===== config.mk =====
export PLATFORM = sky130hd
export DESIGN_NAME = exec_trace_monitor_flat
export DESIGN_NICKNAME = d
export VERILOG_FILES = /design/src/rtl/exec_trace_if.sv /design/src/rtl/exec_trace_monitor.sv /design/src/flat_wrapper.sv
export SDC_FILE = /design/constraint.sdc
export NUM_CORES = 1
export LEC_CHECK = 0
export BUFFER_PORTS_ARGS = -buffer_cell sky130_fd_sc_hd__buf_2
export CORE_MARGIN = 5
export CORE_UTILIZATION = 60
export CTS_CLUSTER_SIZE = 12
export DETAILED_ROUTE_END_ITERATION = 7
export GPL_ROUTABILITY_DRIVEN = 0
export PLACE_DENSITY = 0.83
export REMOVE_ABC_BUFFERS = 1
export SYNTH_ARGS = -nofsm -noshare
export SYNTH_HDL_FRONTEND = slang
export SYNTH_SLANG_ARGS = --single-unit

===== constraint.sdc =====
create_clock -name clk -period 9.7 [get_ports clk]
set_input_delay 0.97 -clock clk [delete_from_list [all_inputs] [get_ports clk]]
set_output_delay 0.97 -clock clk [all_outputs]
set_load 0.05 [all_outputs]

===== src/rtl/exec_trace_if.sv =====
// Bundles every non-clock signal of the execution trace monitor.
// master: the side driving core events, configuration and pops (core + host).
// slave:  the trace monitor itself.
interface exec_trace_if #(
    parameter int PC_W    = 11,
    parameter int DATA_W  = 32,
    parameter int RADDR_W = 5,
    parameter int DEPTH   = 16,
    parameter int N_BKPT  = 2,
    parameter int TMO_W   = 16
);
    localparam int ENTRY_W = 2 + PC_W + RADDR_W + DATA_W;
    localparam int CNT_W   = $clog2(DEPTH) + 1;
    localparam int ID_W    = (N_BKPT > 1) ? $clog2(N_BKPT) : 1;

    // Control pulses
    logic                     arm;
    logic                     resume;

    // Core retire / writeback events
    logic                     pc_valid;
    logic [PC_W-1:0]          pc;
    logic                     wb_valid;
    logic [RADDR_W-1:0]       wb_addr;
    logic [DATA_W-1:0]        wb_data;
    logic                     end_in;

    // Configuration
    logic [N_BKPT*PC_W-1:0]   bkpt_pc;
    logic [N_BKPT-1:0]        bkpt_en;
    logic [TMO_W-1:0]         tmo_limit;

    // Host pop port and status
    logic                     rd_en;
    logic                     rd_valid;
    logic [ENTRY_W-1:0]       rd_data;
    logic [CNT_W-1:0]         trace_count;
    logic                     overflow;
    logic                     halt_req;
    logic [ID_W-1:0]          bkpt_id;
    logic                     timeout_flag;
    logic                     done;

    modport master (
        output arm, resume, pc_valid, pc, wb_valid, wb_addr, wb_data, end_in,
               bkpt_pc, bkpt_en, tmo_limit, rd_en,
        input  rd_valid, rd_data, trace_count, overflow, halt_req, bkpt_id,
               timeout_flag, done
    );

    modport slave (
        input  arm, resume, pc_valid, pc, wb_valid, wb_addr, wb_data, end_in,
               bkpt_pc, bkpt_en, tmo_limit, rd_en,
        output rd_valid, rd_data, trace_count, overflow, halt_req, bkpt_id,
               timeout_flag, done
    );
endinterface


===== src/rtl/exec_trace_monitor.sv =====
// Execution trace and watchdog unit for one classical_ctrl core.
// Records retire/writeback events into a circular buffer popped by the host,
// halts the core on PC breakpoints, and flags an idle-core watchdog timeout.
module exec_trace_monitor #(
    parameter int PC_W    = 11,
    parameter int DATA_W  = 32,
    parameter int RADDR_W = 5,
    parameter int DEPTH   = 16,
    parameter int N_BKPT  = 2,
    parameter int TMO_W   = 16
) (
    input  logic        clk,
    input  logic        rst,
    exec_trace_if.slave bus
);
    localparam int PTR_W   = $clog2(DEPTH);
    localparam int CNT_W   = PTR_W + 1;
    localparam int ID_W    = (N_BKPT > 1) ? $clog2(N_BKPT) : 1;
    localparam int ENTRY_W = 2 + PC_W + RADDR_W + DATA_W;

    typedef enum logic [2:0] {
        S_IDLE,
        S_RUN,
        S_HALTED,
        S_TMO,
        S_DONE
    } state_t;

    state_t             state_q, state_d;
    logic [TMO_W-1:0]   wd_q, wd_d;
    logic [ID_W-1:0]    bkpt_id_q, bkpt_id_d;

    logic               bkpt_hit;
    logic [ID_W-1:0]    hit_id;

    logic [ENTRY_W-1:0] entry;
    logic [ENTRY_W-1:0] mem [DEPTH];
    logic [PTR_W-1:0]   wr_ptr, rd_ptr;
    logic [CNT_W-1:0]   count;
    logic               overflow_q;
    logic               rd_valid_q;
    logic [ENTRY_W-1:0] rd_data_q;

    logic               capture;
    logic               pop;
    logic               full;

    // Breakpoint comparators: the lowest enabled matching slot wins.
    always_comb begin
        // NOTE: every combinational output gets a default first so no path leaves it unassigned (no latch).
        bkpt_hit = 1'b0;
        hit_id   = '0;
        for (int i = N_BKPT - 1; i >= 0; i--) begin
            if (bus.bkpt_en[i] && (bus.pc == bus.bkpt_pc[i*PC_W +: PC_W])) begin
                bkpt_hit = 1'b1;
                hit_id   = ID_W'(i);
            end
        end
        bkpt_hit = bkpt_hit & bus.pc_valid;
    end

    // Next-state logic: arm overrides everything; in RUN breakpoint > end > timeout.
    always_comb begin
        state_d   = state_q;
        wd_d      = wd_q;
        bkpt_id_d = bkpt_id_q;
        if (bus.arm) begin
            state_d   = S_RUN;
            wd_d      = '0;
            bkpt_id_d = '0;
        end else begin
            case (state_q)
                S_RUN: begin
                    if (bkpt_hit) begin
                        state_d   = S_HALTED;
                        bkpt_id_d = hit_id;
                    end else if (bus.end_in) begin
                        state_d = S_DONE;
                    end else if (bus.pc_valid) begin
                        wd_d = '0;
                    end else if ((bus.tmo_limit != '0) &&
                                 (wd_q == bus.tmo_limit - TMO_W'(1))) begin
                        state_d = S_TMO;
                    end else begin
                        wd_d = wd_q + TMO_W'(1);
                    end
                end
                S_HALTED: begin
                    if (bus.resume) begin
                        state_d = S_RUN;
                        wd_d    = '0;
                    end
                end
                default: ;
            endcase
        end
    end

    // State, watchdog and breakpoint-id registers.
    always_ff @(posedge clk) begin
        // NOTE: sequential state uses non-blocking assignments so every flop samples pre-edge values.
        if (rst) begin
            state_q   <= S_IDLE;
            wd_q      <= '0;
            bkpt_id_q <= '0;
        end else begin
            state_q   <= state_d;
            wd_q      <= wd_d;
            bkpt_id_q <= bkpt_id_d;
        end
    end

    // Trace entry layout {pc_vld, wb_vld, pc, wb_addr, wb_data}; absent fields read as 0.
    always_comb begin
        entry              = '0;
        entry[ENTRY_W-1]   = bus.pc_valid;
        entry[ENTRY_W-2]   = bus.wb_valid;
        if (bus.pc_valid) begin
            entry[DATA_W+RADDR_W +: PC_W] = bus.pc;
        end
        if (bus.wb_valid) begin
            entry[DATA_W +: RADDR_W] = bus.wb_addr;
            entry[DATA_W-1:0]        = bus.wb_data;
        end
    end

    assign capture = (state_q == S_RUN) && !bus.arm && (bus.pc_valid || bus.wb_valid);
    assign pop     = bus.rd_en && !bus.arm && (count != '0);
    assign full    = (count == CNT_W'(DEPTH));

    // Buffer bookkeeping: pointers, occupancy, overflow and the pop port.
    // A write into a full buffer drops the oldest entry unless a pop removes it in the same cycle.
    always_ff @(posedge clk) begin
        if (rst) begin
            wr_ptr     <= '0;
            rd_ptr     <= '0;
            count      <= '0;
            overflow_q <= 1'b0;
            rd_valid_q <= 1'b0;
            rd_data_q  <= '0;
        end else begin
            rd_valid_q <= pop;
            if (pop) begin
                rd_data_q <= mem[rd_ptr];
            end
            if (bus.arm) begin
                wr_ptr     <= '0;
                rd_ptr     <= '0;
                count      <= '0;
                overflow_q <= 1'b0;
            end else begin
                if (capture) begin
                    wr_ptr <= wr_ptr + PTR_W'(1);
                end
                if (pop || (capture && full)) begin
                    rd_ptr <= rd_ptr + PTR_W'(1);
                end
                if (capture && !pop && !full) begin
                    count <= count + CNT_W'(1);
                end else if (pop && !capture) begin
                    count <= count - CNT_W'(1);
                end
                if (capture && full && !pop) begin
                    overflow_q <= 1'b1;
                end
            end
        end
    end

    // Trace storage write port.
    always_ff @(posedge clk) begin
        // NOTE: the array is deliberately not reset; count says which entries are live, and a reset-free array can map to RAM.
        if (capture) begin
            mem[wr_ptr] <= entry;
        end
    end

    assign bus.rd_valid     = rd_valid_q;
    assign bus.rd_data      = rd_data_q;
    assign bus.trace_count  = count;
    assign bus.overflow     = overflow_q;
    assign bus.halt_req     = (state_q == S_HALTED);
    assign bus.bkpt_id      = bkpt_id_q;
    assign bus.timeout_flag = (state_q == S_TMO);
    assign bus.done         = (state_q == S_DONE);

endmodule


===== src/flat_wrapper.sv =====
// flat-port wrapper written by rule: the top's interface ports become plain ports
module exec_trace_monitor_flat 
#(
    parameter int PC_W    = 11,
    parameter int DATA_W  = 32,
    parameter int RADDR_W = 5,
    parameter int DEPTH   = 16,
    parameter int N_BKPT  = 2,
    parameter int TMO_W   = 16
)
  (clk, rst, bus_arm, bus_resume, bus_pc_valid, bus_pc, bus_wb_valid, bus_wb_addr, bus_wb_data, bus_end_in, bus_bkpt_pc, bus_bkpt_en, bus_tmo_limit, bus_rd_en, bus_rd_valid, bus_rd_data, bus_trace_count, bus_overflow, bus_halt_req, bus_bkpt_id, bus_timeout_flag, bus_done);
  exec_trace_if #(.PC_W(PC_W), .DATA_W(DATA_W), .RADDR_W(RADDR_W), .DEPTH(DEPTH), .N_BKPT(N_BKPT), .TMO_W(TMO_W)) bus_i ();
  input  logic clk;
  input  logic rst;
  input wire logic [$bits(bus_i.arm)-1:0] bus_arm;
  input wire logic [$bits(bus_i.resume)-1:0] bus_resume;
  input wire logic [$bits(bus_i.pc_valid)-1:0] bus_pc_valid;
  input wire logic [$bits(bus_i.pc)-1:0] bus_pc;
  input wire logic [$bits(bus_i.wb_valid)-1:0] bus_wb_valid;
  input wire logic [$bits(bus_i.wb_addr)-1:0] bus_wb_addr;
  input wire logic [$bits(bus_i.wb_data)-1:0] bus_wb_data;
  input wire logic [$bits(bus_i.end_in)-1:0] bus_end_in;
  input wire logic [$bits(bus_i.bkpt_pc)-1:0] bus_bkpt_pc;
  input wire logic [$bits(bus_i.bkpt_en)-1:0] bus_bkpt_en;
  input wire logic [$bits(bus_i.tmo_limit)-1:0] bus_tmo_limit;
  input wire logic [$bits(bus_i.rd_en)-1:0] bus_rd_en;
  output wire logic [$bits(bus_i.rd_valid)-1:0] bus_rd_valid;
  output wire logic [$bits(bus_i.rd_data)-1:0] bus_rd_data;
  output wire logic [$bits(bus_i.trace_count)-1:0] bus_trace_count;
  output wire logic [$bits(bus_i.overflow)-1:0] bus_overflow;
  output wire logic [$bits(bus_i.halt_req)-1:0] bus_halt_req;
  output wire logic [$bits(bus_i.bkpt_id)-1:0] bus_bkpt_id;
  output wire logic [$bits(bus_i.timeout_flag)-1:0] bus_timeout_flag;
  output wire logic [$bits(bus_i.done)-1:0] bus_done;
  assign bus_i.arm = bus_arm;
  assign bus_i.resume = bus_resume;
  assign bus_i.pc_valid = bus_pc_valid;
  assign bus_i.pc = bus_pc;
  assign bus_i.wb_valid = bus_wb_valid;
  assign bus_i.wb_addr = bus_wb_addr;
  assign bus_i.wb_data = bus_wb_data;
  assign bus_i.end_in = bus_end_in;
  assign bus_i.bkpt_pc = bus_bkpt_pc;
  assign bus_i.bkpt_en = bus_bkpt_en;
  assign bus_i.tmo_limit = bus_tmo_limit;
  assign bus_i.rd_en = bus_rd_en;
  assign bus_rd_valid = bus_i.rd_valid;
  assign bus_rd_data = bus_i.rd_data;
  assign bus_trace_count = bus_i.trace_count;
  assign bus_overflow = bus_i.overflow;
  assign bus_halt_req = bus_i.halt_req;
  assign bus_bkpt_id = bus_i.bkpt_id;
  assign bus_timeout_flag = bus_i.timeout_flag;
  assign bus_done = bus_i.done;
  exec_trace_monitor #(.PC_W(PC_W), .DATA_W(DATA_W), .RADDR_W(RADDR_W), .DEPTH(DEPTH), .N_BKPT(N_BKPT), .TMO_W(TMO_W)) u_core (.clk(clk), .rst(rst), .bus(bus_i));
endmodule

Word level (Yosys, flattened, before mapping)

Memories as Yosys holds them, arrays and structs flattened. A register that Yosys moved wholly into a read port is not among the register bits.
Cells that the tools add are included.

Add/subtract/negate cells: 6
Equal/unequal tests: 17
Mux-type cells: 22
Bitwise gates (word level): 1
Reductions and logical operators: 28

Operator list:

| operator                                                                 | count |
|---|---|
| 16-bit 2-to-1 mux                                                        | 5 |
| 37-bit 2-to-1 mux                                                        | 1 |
| 16-bit one-hot mux with 2 select lines                                   | 1 |
| 11-bit equality test                                                     | 2 |
| 16-bit by 1-bit adder with 16-bit output (second input constant)         | 1 |
| 16-bit equality test                                                     | 1 |
| 16-bit nonzero test                                                      | 1 |
| 16-bit by 1-bit subtractor with 16-bit output (second input constant)    | 1 |
| 3-bit 2-to-1 mux                                                         | 5 |
| 1-bit logical AND                                                        | 12 |
| 11-bit 2-to-1 mux                                                        | 1 |
| 5-bit 2-to-1 mux                                                         | 2 |
| 4-bit by 1-bit adder with 4-bit output (second input constant)           | 2 |
| 4-bit AND reduction                                                      | 2 |
| 3-bit by 2-bit equality test with 1-bit output (second input constant)   | 2 |
| 1-bit 2-to-1 mux                                                         | 6 |
| 2-bit inequality test (second input constant)                            | 3 |
| 3-bit inequality test (second input constant)                            | 2 |
| 3-bit one-hot mux with 2 select lines                                    | 1 |
| 5-bit by 1-bit adder with 5-bit output (second input constant)           | 1 |
| 5-bit equality test (second input constant)                              | 1 |
| 5-bit by 3-bit inequality test with 1-bit output (second input constant) | 1 |
| 5-bit by 4-bit inequality test with 1-bit output (second input constant) | 1 |
| 5-bit AND reduction                                                      | 1 |
| other kinds (13)                                                         | 18 |

Register bits: 35
Memory bits (writable): 800
Output and inout bits: 61
Memories: 1

Memory list:

| name       | depth | width | rd ports | clocked after memory_dff | write ports | line                     | RTL |
|---|---|---|---|---|---|---|---|
| u_core.mem | 16    | 50    | 1        | 1                        | 1           | exec_trace_monitor.sv:37 | `logic [ENTRY_W-1:0] mem [DEPTH];` |

Depth between registers and ports, before layout

Gate-level depths: netlist of run 1.

Word-level depth: 9
Gate-level depth with buffers: 13

Worst setup path after synthesis of run 1

No wires, ideal clock.

Kind: input -> register
From: input bus_wb_valid
To: memory u_core.mem[3][0] (netlist name), enable pin
Data arrival time: 5.036 ns
Data required time: 9.181 ns
Slack: 4.145 ns
Cell stages on the path: 4
Path through: o21ai_1 nor2_1 nand2_1 nor3_1

Word-level cells in the longest chain between the ends: 4

Ends and longest elaborated chain:

| what                                   | line                      | RTL |
|---|---|---|
| from (decl)                            | flat_wrapper.sv:19        | `input wire logic [$bits(bus_i.wb_valid)-1:0] bus_wb_valid;` |
| 1-bit logical OR                       | exec_trace_monitor.sv:127 | `assign capture = (state_q == S_RUN) && !bus.arm && (bus.pc_valid \|\| bus.wb_valid);` |
| 1-bit logical AND                      | exec_trace_monitor.sv:127 |  |
| 1-bit 2-to-1 mux                       | exec_trace_monitor.sv:173 | `if (capture) begin` |
| 1-bit 2-to-1 mux (not written as such) | exec_trace_monitor.sv:174 | `mem[wr_ptr] <= entry;` |
| to (decl)                              | exec_trace_monitor.sv:37  |  |

Every way passes these cells.

Worst setup path after layout of run 1

From: register u_core.state_q[0]
To: memory u_core.mem[11][9] (netlist name), enable pin

Word-level cells in the longest chain between the ends: 5

Ends and longest elaborated chain:

| what                                           | line                      | RTL |
|---|---|---|
| from (decl)                                    | exec_trace_monitor.sv:29  | `state_t state_q, state_d;` |
| from (signal assigned)                         | exec_trace_monitor.sv:107 | `state_q <= state_d;` |
| 3-bit by 1-bit equality test with 1-bit output | exec_trace_monitor.sv:127 |  |
| 1-bit logical AND (2 in series)                | exec_trace_monitor.sv:127 |  |
| 1-bit 2-to-1 mux                               | exec_trace_monitor.sv:173 |  |
| 1-bit 2-to-1 mux (not written as such)         | exec_trace_monitor.sv:174 |  |

Every way passes these cells.

==> run metrics, run 1 <==
max incr delay on CP 750 ps; Layout Skew 16.38 ps; CP Cell Sequence nor3b_1 -> o21ai_1 -> nor2_1 -> nand2_1 -> nor2_4 -> buf_4; Synth Area per Inst 20.10 um^2; final hold violations 0; Die Ht 249.9 um; P_leak 12.20 nW; simple-gate share of the synthesized area 4.276%; Root Driver clkbuf_16; FFs w/ async S/R, synth 0%; DIE AREA 0.06245 mm^2; crit path from u_core.state_q[0]; fin crit share 43.41%; Worst Path Arrival 4480 ps; critical path class register to register; met2 routed WL 44,060 um; WL met3 7051 um; clock latency on the worst-skew pair 640 ps; Power per Cell Area 194.6 mW/mm^2; reg2reg path depth 6; most frequent cells in the layout edfxtp_1, mux4_2, buf_2; number of global-route vias before repair 19.21k; CTS max path bufs 3; clock period minus worst slack 4211 ps; Inserted Clock Buffers 88; Slew HR 23.59%; Worst R2R Setup Slack 5490 ps; P_sw 1.560 mW; Final setup viols 0; status finished clean; DR top layer met4; Max Cap Viol 0; area added between synthesis and finish 12.66%; nets 2,011; mux cell area share after synthesis 16.43%; Post-Synthesis Cells 1,718; initial antenna violation count 1; crit-path max FO 31; Seq/Total Area, Yosys 74.50%; Clk pwr share 41.6%; crit path buf inv count 1; post-synthesis register bit count 885; synth unique cells 55; switching fraction of total power 20.60%; YS warnings 0; reg-to-reg critical path endpoint u_core.mem[11][9]; commonest non-fill, non-tap cell in the layout edfxtp_1; crit path capture type register; fill count 3,463; # rows 88; Post-CTS Resized 0; Wirelength per Cell 30.31 um; Comb pwr share 3.2%; drt first pass iters 5; Fin Hold WS 450.6 ps; RR Startpoint u_core.state_q[0]; placed cell area 0.03627 mm^2; complex-gate fraction of the synthesized area 1.917%; ys flop type edfxtp_1; Mapped Area 0.03453 mm^2; HPWL Detailed 40,530 um; fin. max-slew vios 0; vias 17.99k; worst vdd ir 0.1500 mV; # IOs 157; metal1 wirelength 29,220 um; main combinational cell family by area after synthesis multiplexers; routed wire length 83,130 um; CTS tree done; RSZ-0062 raised after global routing no; Flop pwr share 55.2%; vias per cell 6.559; Fmax achieved 237.5 MHz; post-route ant nets 0; setup repair bufs after CTS 0; Internal Pwr Total 6.011 mW; port bufs 156; largest net degree at the start of global routing 75; finished layout cell area 0.03890 mm^2; delay-heaviest family, CP simple AND/OR/NAND/NOR gates; initial DRC count 2,005; Chip Width 249.9 um; Slew @ Worst Pin 1136 ps; Synth Area in XOR/XNOR 1.370%; clock slew at reported path FFs 60 ps; H-tree levels 3; Sink Count 885; critical path depth in cells 6; slowest CP cell nor2_4; residual DRC count 0; gr usage total 26.70%; CTS Hold Buffers Added 0; effective utilization at floorplan 60.19%; Required @ worst endpoint 9970 ps; Hold WC Path Type register to register; remaining global-route overflow 0; EDFF count, synth 800; first-pass GRT wire length 123,500 um; core area 0.05737 mm^2; crit path launch type register; Power Total 7.570 mW; Post-Synth Adder-Cell Area 0.4203%; share of layout cells above drive strength 1 29.03%; setup TNS 0 ps; critical path endpoint u_core.mem[11][9]
## power groups by stage
stage / Sequential (mW) / Clock, mW / Combinational [mW]
after global placement: 4.26 / 0 / 0.229
after detailed placement: 4.26 / 0 / 0.239
after global routing: 4.18 / 3.36 / 0.262
final: 4.18 / 3.15 / 0.242
after CTS: 4.18 / 3.19 / 0.242
after floorplan: 4.29 / 0 / 0.126
## cell type report
cell class	count	area, um^2	area share [%]
diodes	1	2.502	0.006433
clock buffers	147	2495	6.414
clock inverters	16	127.6	0.3281
inverters	9	33.78	0.08684
multi-input cells	735	8546	21.97
flip-flops and latches	885	25740	66.17
well taps	765	957.2	2.461
repair buffers	185	998.5	2.567
## flip-flops by register name, summed over array words and instances (netlist names)
| name | count |
|---|---|
| u_core.bus.trace_count | 5 |
| u_core.state_q | 3 |
| u_core.wd_q | 16 |
| u_core.bus.rd_valid | 1 |
| u_core.bus.overflow | 1 |
| u_core.bus.bkpt_id | 1 |
| u_core.wr_ptr | 4 |
| u_core.bus.rd_data | 50 |
| u_core.mem | 800 |
| u_core.rd_ptr | 4 |
## layer usage
metal / vias to the layer above / track usage [%]
met3: 172 / 4.637
met4: 0 / 9.360
met5: - / 0
met1: 9369 / 34.55
li1: 7355 / -
met2: 1094 / 46.47
## worst min-delay path: cells and delay by family (launching register included)
kind             cells  cell delay [ps]
AO/OA/AOI/OAI        1               50
flip-flops           1              300
AND/OR/NAND/NOR      1               50
## kinds of logic after synthesis
group,count (synthesis)
flip-flops,885
AND/OR/NAND/NOR,302
XOR/XNOR,54
buffers and inverters,98
AO/OA/AOI/OAI,114
multiplexers,254
adder cells (fa/ha/maj),11
## synthesized netlist by cell type (all sizes together) (9+ instances only)
cell	number	area, um^2
a21oi	73	365.4
o21ai	12	63.81
inv	9	33.78
xnor2	42	367.9
nor2	50	187.7
nand3	11	55.05
buf	26	106.4
dfxtp	85	1702
nor3	14	70.07
mux4	250	5630
edfxtp	800	24020
xor2	12	105.1
and2	50	315.3
nand2	120	450.4
ha	10	125.1
nand4	15	93.84
clkbuf	63	236.5
## stage by stage
stage                     std cells  utilization, %  setup slack, ps
after floorplan                1629               -            58.54
after global placement         2579           63.24             5581
after detailed placement       2579           63.24             5483
after CTS                      2742           67.81             5583
after global routing           2743           67.81             5294
final                          2743           67.81             5489
## how the worst min path moves through the flow
stage,to,startpoint,cells past startpoint
2_1_floorplan,u_core.wd_q[15],u_core.wd_q[15],2
3_3_place_gp,u_core.bus.rd_data[3],u_core.bus.rd_data[3],2
3_5_place_dp,u_core.bus.rd_data[9],u_core.bus.rd_data[9],2
4_1_cts,u_core.bus.rd_data[37],u_core.bus.rd_data[37],2
5_1_grt,u_core.bus.rd_data[37],u_core.bus.rd_data[37],2
6_report,u_core.bus.rd_data[4],u_core.bus.rd_data[4],2
Power figures use the tool's default switching activity.
==> run 2: changes to the inputs <==
CORE_UTILIZATION = 55   (was 60)
PLACE_DENSITY = 0.8   (was 0.83)
clock period = 3.7 ns   (was 9.7 ns; I/O delays follow)
==> run 2 against run 1 <==
Compared with the run above: sequential power grew to 2.6 times the previous value; clock skew rose by 7.7 ps; utilization is 3.7 points lower; register-to-register slack got worse by 5000 ps; wire length grew 0.54%; critical path type unchanged; critical endpoint is now u_core.bus.trace_count[4]; largest power group unchanged; highest routed layer unchanged.
==> run metrics, run 2 (synthesized netlist as in run 1, its figures left out) <==
status finished clean (unchanged); P_leak 12.51 nW (was 12.20 nW); reg2reg path depth 12 (was 6); Slew @ Worst Pin 1148 ps (was 1136 ps); max incr delay on CP 510 ps (was 750 ps); gr usage total 24.74% (was 26.70%); crit path launch type register (unchanged); CTS max path bufs 3 (unchanged); Chip Width 260.6 um (was 249.9 um); Power per Cell Area 512.3 mW/mm^2 (was 194.6 mW/mm^2); Post-CTS Resized 0 (unchanged); most frequent cells in the layout edfxtp_1, mux4_2, buf_2 (unchanged); port bufs 156 (unchanged); Worst Hold Path Cells 4 (was 2); fill count 3,969 (was 3,463); initial DRC count 2,064 (was 2,005); crit path capture type register (unchanged); # IOs 157 (unchanged); area added between synthesis and finish 14.99% (was 12.66%); delay-heaviest family, CP simple AND/OR/NAND/NOR gates (unchanged); Slew HR 23.44% (was 23.59%); Hold WC Path Type primary input to register (was register to register); Fin Hold WS 45.14 ps (was 450.6 ps); Layout Skew 24.07 ps (was 16.38 ps); largest net degree at the start of global routing 53 (was 75); Reg with most FFs u_core.mem (unchanged); met2 usage in global routing 42.70% (was 46.47%); # diodes 0 (was 1); slowest CP cell nor2_1 (was nor2_4); Worst Hold Path EP u_core.bus.overflow (was u_core.bus.rd_data[4]); CP Cell Sequence nor3b_1 -> buf_4 -> o21ai_1 -> nor2_1 -> nand3_1 -> fa_1 -> a21o_1 -> a21oi_1 -> nand3_1 -> o21ai_0 -> xnor2_1 -> nor2_1 (was nor3b_1 -> o21ai_1 -> nor2_1 -> nand2_1 -> nor2_4 -> buf_4); DP Cell Count 2,676 (was 2,579); residual DRC count 0 (unchanged); routed wire length 83,580 um (was 83,130 um); GRT met3 Usage 5.137% (was 4.637%); clock latency on the worst-skew pair 630 ps (was 640 ps); Max Cap Viol 0 (unchanged); Final setup viols 0 (unchanged); core area 0.06194 mm^2 (was 0.05737 mm^2); Wirelength per Cell 29.42 um (was 30.31 um); reg-to-reg critical path endpoint u_core.bus.trace_count[4] (was u_core.mem[11][9]); Worst R2R Setup Slack 460 ps (was 5490 ps); H-tree levels 3 (unchanged); CTS Hold Buffers Added 0 (unchanged); clock period minus worst slack 3244 ps (was 4211 ps); # rows 91 (was 88); clock slew at reported path FFs 60 ps (about the same); Root Driver clkbuf_16 (unchanged); Worst Path Arrival 3760 ps (was 4480 ps); max reg flops 800 (unchanged); Sink Count 885 (unchanged); vias per cell 6.363 (was 6.559); Fmax achieved 308.3 MHz (was 237.5 MHz); DIE AREA 0.06789 mm^2 (was 0.06245 mm^2); RSZ-0062 raised after global routing no (unchanged); Inserted Clock Buffers 89 (was 88); post-route ant nets 0 (unchanged); post-layout util 64.10% (was 67.81%); setup TNS 0 ps (unchanged); number of global-route vias before repair 19.04k (was 19.21k); initial antenna violation count 0 (was 1); HPWL Detailed 43,940 um (was 40,530 um); fin crit share 87.67% (was 43.41%); setup repair bufs after CTS 0 (unchanged); share of layout cells above drive strength 1 30.24% (was 29.03%); vias 18.08k (was 17.99k); crit path buf inv count 1 (unchanged); Die Ht 260.6 um (was 249.9 um); Layout Cells excl Fill 2,841 (was 2,743); worst vdd ir 0.3478 mV (was 0.1500 mV); nets 2,037 (was 2,011); GR Util met1 32.60% (was 34.55%); crit-path max FO 7 (was 31); DP Worst Slack 179.3 ps (was 5483 ps); remaining global-route overflow 0 (unchanged); HP Start bus_rd_en (was u_core.bus.rd_data[4]); critical path class register to register (unchanged); commonest non-fill, non-tap cell in the layout edfxtp_1 (unchanged); GRT Max-Usage Layer met2 (unchanged); Required @ worst endpoint 4210 ps (was 9970 ps); first-pass GRT wire length 123,400 um (was 123,500 um); CTS tree done (unchanged); final hold violations 0 (unchanged); drt first pass iters 5 (unchanged); RR Startpoint u_core.state_q[0] (unchanged); effective utilization at floorplan 55.75% (was 60.19%); fin. max-slew vios 0 (unchanged); worst setup margin 456.2 ps (was 5489 ps)
[run 2: changes by cell type in the layout (fill, tap and decap cells not counted), moves of 2 or more]
cell,previous run,this run
buf_12,0,26
bufinv_16,0,3
clkbuf_1,53,48
clkbuf_16,89,95
clkbuf_8,5,9
inv_16,2,0
inv_6,4,1
[run 2: report_power, final]
group	switching, mW	internal (mW)
Combinational	0.430	0.222
Clock	3.62	5.12
Sequential	0.0254	10.9
Total	4.07	16.3
[run 2: worst max-delay path by stage]
stage | from | endpoint | slack (ps) | cells after the start
CTS | u_core.state_q[0] | u_core.bus.trace_count[4] | 510 | 12
detailed placement | bus_tmo_limit[0] | u_core.wd_q[12] | 180 | 12
global route | u_core.state_q[0] | u_core.bus.trace_count[4] | 70 | 12
finish | u_core.state_q[0] | u_core.bus.trace_count[4] | 460 | 12
global placement | bus_tmo_limit[0] | u_core.wd_q[12] | 410 | 12
floorplan | u_core.rd_ptr[0] | u_core.bus.rd_data[10] | -5940 | 4
[run 2: metrics by stage]
stage                     area, um^2  total power [mW]
after floorplan                34190             11.56
after global placement         36880             11.78
after detailed placement       36880             11.80
after CTS                      39700             20.43
after global routing           39700             20.96
final                          39700             20.34
[run 2: metal layers]
layer | up-vias | routed length [um]
met5 | - | 0
met4 | 0 | 2003
met3 | 149 | 7846
met2 | 1138 | 43650
met1 | 9372 | 30080
li1 | 7417 | -
[run 2: layout make-up]
class	count	area, um^2	area share [%]
flip-flops and latches	885	25740	64.83
multi-input cells	735	8548	21.53
clock buffers	152	2681	6.753
repair buffers	210	1511	3.807
well taps	837	1047	2.638
clock inverters	13	142.6	0.3592
inverters	9	33.78	0.08508
[run 2: worst min-delay path: cells and delay by family]
kind / cells / cell delay (ps)
buffers and inverters: 1 / 100
and+or+nand+nor: 3 / 170
==> run 3: changes to the inputs <==
GPL_TIMING_DRIVEN = 0   (was not set)
==> run 3 against run 2 <==
Compared with the run above: die area unchanged; wire length is 1.4% higher; highest routed layer unchanged; non-clock buffer count up 8; via count increased by 0.22%; first-iteration DRC count is 2.8% lower.
==> run metrics, run 3 (synthesized netlist as in run 1, its figures left out) <==
number of global-route vias before repair 19.11k (was 19.04k); most frequent cells in the layout edfxtp_1, mux4_2, buf_2 (unchanged); drt first pass iters 5 (unchanged); # IOs 157 (unchanged); vias 18.12k (was 18.08k); Root Driver clkbuf_16 (unchanged); first-pass GRT wire length 125,300 um (was 123,400 um); routed wire length 84,710 um (was 83,580 um); largest net degree at the start of global routing 62 (was 53); share of layout cells above drive strength 1 30.32% (was 30.24%); reg2reg path depth 7 (was 12); Sink Count 885 (unchanged); port bufs 156 (unchanged); core area 0.06194 mm^2 (unchanged); # rows 91 (unchanged); crit path capture type register (unchanged); worst vdd ir 0.3241 mV (was 0.3478 mV); clock period minus worst slack 3356 ps (was 3244 ps); initial DRC count 2,007 (was 2,064); Layout Skew 27.90 ps (was 24.07 ps); post-route ant nets 0 (unchanged); initial antenna violation count 0 (unchanged); Required @ worst endpoint 4030 ps (was 4210 ps); slowest CP cell nor2_4 (was nor2_1); Hold WC Path Type primary input to register (unchanged); Fin Hold WS 48.24 ps (was 45.14 ps); Inserted Clock Buffers 89 (unchanged); crit-path max FO 22 (was 7); DIE AREA 0.06789 mm^2 (unchanged); reg-to-reg critical path endpoint u_core.mem[8][27] (was u_core.bus.trace_count[4]); Wirelength per Cell 29.73 um (was 29.42 um); H-tree levels 3 (unchanged); fin. max-slew vios 0 (unchanged); # diodes 0 (unchanged); final hold violations 0 (unchanged); RSZ-0062 raised after global routing no (unchanged); GRT Max-Usage Layer met2 (unchanged); Max Cap Viol 0 (unchanged); nets 2,045 (was 2,037); clock slew at reported path FFs 60 ps (about the same); Die Ht 260.6 um (unchanged); Final setup viols 0 (unchanged); Slew HR 3.848% (was 23.44%); crit path launch type register (unchanged); Fmax achieved 298.0 MHz (was 308.3 MHz); CTS max path bufs 3 (unchanged); fin crit share 90.69% (was 87.67%); residual DRC count 0 (unchanged); post-layout util 64.59% (was 64.10%); Chip Width 260.6 um (unchanged); gr usage total 25.34% (was 24.74%); GR Util met1 32.08% (was 32.60%); critical path class register to register (unchanged); max reg flops 800 (unchanged); vias per cell 6.358 (was 6.363); finished layout cell area 0.04001 mm^2 (was 0.03970 mm^2); CTS tree done (unchanged); status finished clean (unchanged); Slew @ Worst Pin 1442 ps (was 1148 ps); GRT met3 Usage 4.470% (was 5.137%); cell mode on critical path buf_12; RR Startpoint u_core.state_q[0] (unchanged); max incr delay on CP 720 ps (was 510 ps); placed cell area 0.03728 mm^2 (was 0.03688 mm^2); Worst R2R Setup Slack 340 ps (was 460 ps); Power per Cell Area 501.9 mW/mm^2 (was 512.3 mW/mm^2); Reg with most FFs u_core.mem (unchanged); clock latency on the worst-skew pair 650 ps (was 630 ps); P_leak 12.58 nW (was 12.51 nW); area added between synthesis and finish 15.87% (was 14.99%); Worst Path Arrival 3690 ps (was 3760 ps); Power Total 20.08 mW (was 20.34 mW); commonest non-fill, non-tap cell in the layout edfxtp_1 (unchanged); remaining global-route overflow 0 (unchanged); effective utilization at floorplan 55.75% (unchanged); Worst Hold Path Cells 4 (unchanged); CP Cell Sequence nor3b_2 -> o21ai_1 -> nor2_2 -> nand2_1 -> nor2_4 -> buf_12 -> buf_12 (was nor3b_1 -> buf_4 -> o21ai_1 -> nor2_1 -> nand3_1 -> fa_1 -> a21o_1 -> a21oi_1 -> nand3_1 -> o21ai_0 -> xnor2_1 -> nor2_1); Worst Hold Path EP u_core.bus.overflow (unchanged); HPWL Detailed 46,830 um (was 43,940 um); setup TNS 0 ps (unchanged); met2 usage in global routing 45.27% (was 42.70%); HP Start bus_rd_en (unchanged)
==> run 3: area by class of cell <==
cell class | count | area, um^2
clock buffer | 146 | 2532
clock inverter | 19 | 166.4
fill | 3916 | 21930
inverter | 9 | 33.78
multi-input combinational | 735 | 8568
sequential | 885 | 25740
tap | 837 | 1047
timing repair buffer | 218 | 1922
==> run 3: how the worst max path moves through the flow <==
| stage | end | startpoint | slack (ps) |
|---|---|---|---|
| after floorplan | u_core.bus.rd_data[10] | u_core.rd_ptr[0] | -5940 |
| after global placement | u_core.bus.rd_data[48] | u_core.rd_ptr[0] | -9610 |
| after detailed placement | u_core.mem[4][27] | bus_wb_valid | -590 |
| after CTS | u_core.mem[8][41] | u_core.state_q[0] | 150 |
| after global routing | u_core.bus.trace_count[4] | u_core.state_q[0] | 140 |
| final | u_core.mem[8][27] | u_core.state_q[0] | 340 |
==> run 3: critical path: cells and delay by family (launching register included) <==
kind                   cells  cell delay [ps]
AO/OA/AOI/OAI              1              300
buffers and inverters      2              510
flip-flops                 1              420
AND/OR/NAND/NOR            4             1780
==> run 3: report_power, final <==
group	leakage [nW]	internal, mW	switching [mW]
combinational	3.29	0.225	0.427
sequential	7.99	10.9	0.0241
clock	1.30	4.76	3.72
total	12.6	15.9	4.17
==> run 3: layer usage <==
layer	wire, um	up-vias
met3	7386	169
met1	29260	9326
met4	2314	0
met2	45750	1181
met5	0	-
li1	-	7439
==> run 3: timing repair <==
action	4_1_cts	5_1_grt
hold buffers	0	0
buffers inserted	1	0
setup endpoints to repair	45	194
gates resized for setup	4	3
pin swaps	3	0
==> run 3: per-stage QoR <==
step	std cells	worst slack, ps
floorplan	1629	-5941
global placement	2622	-9612
detailed placement	2683	-591.4
CTS	2849	146.8
global route	2849	135.7
finish	2849	344.5
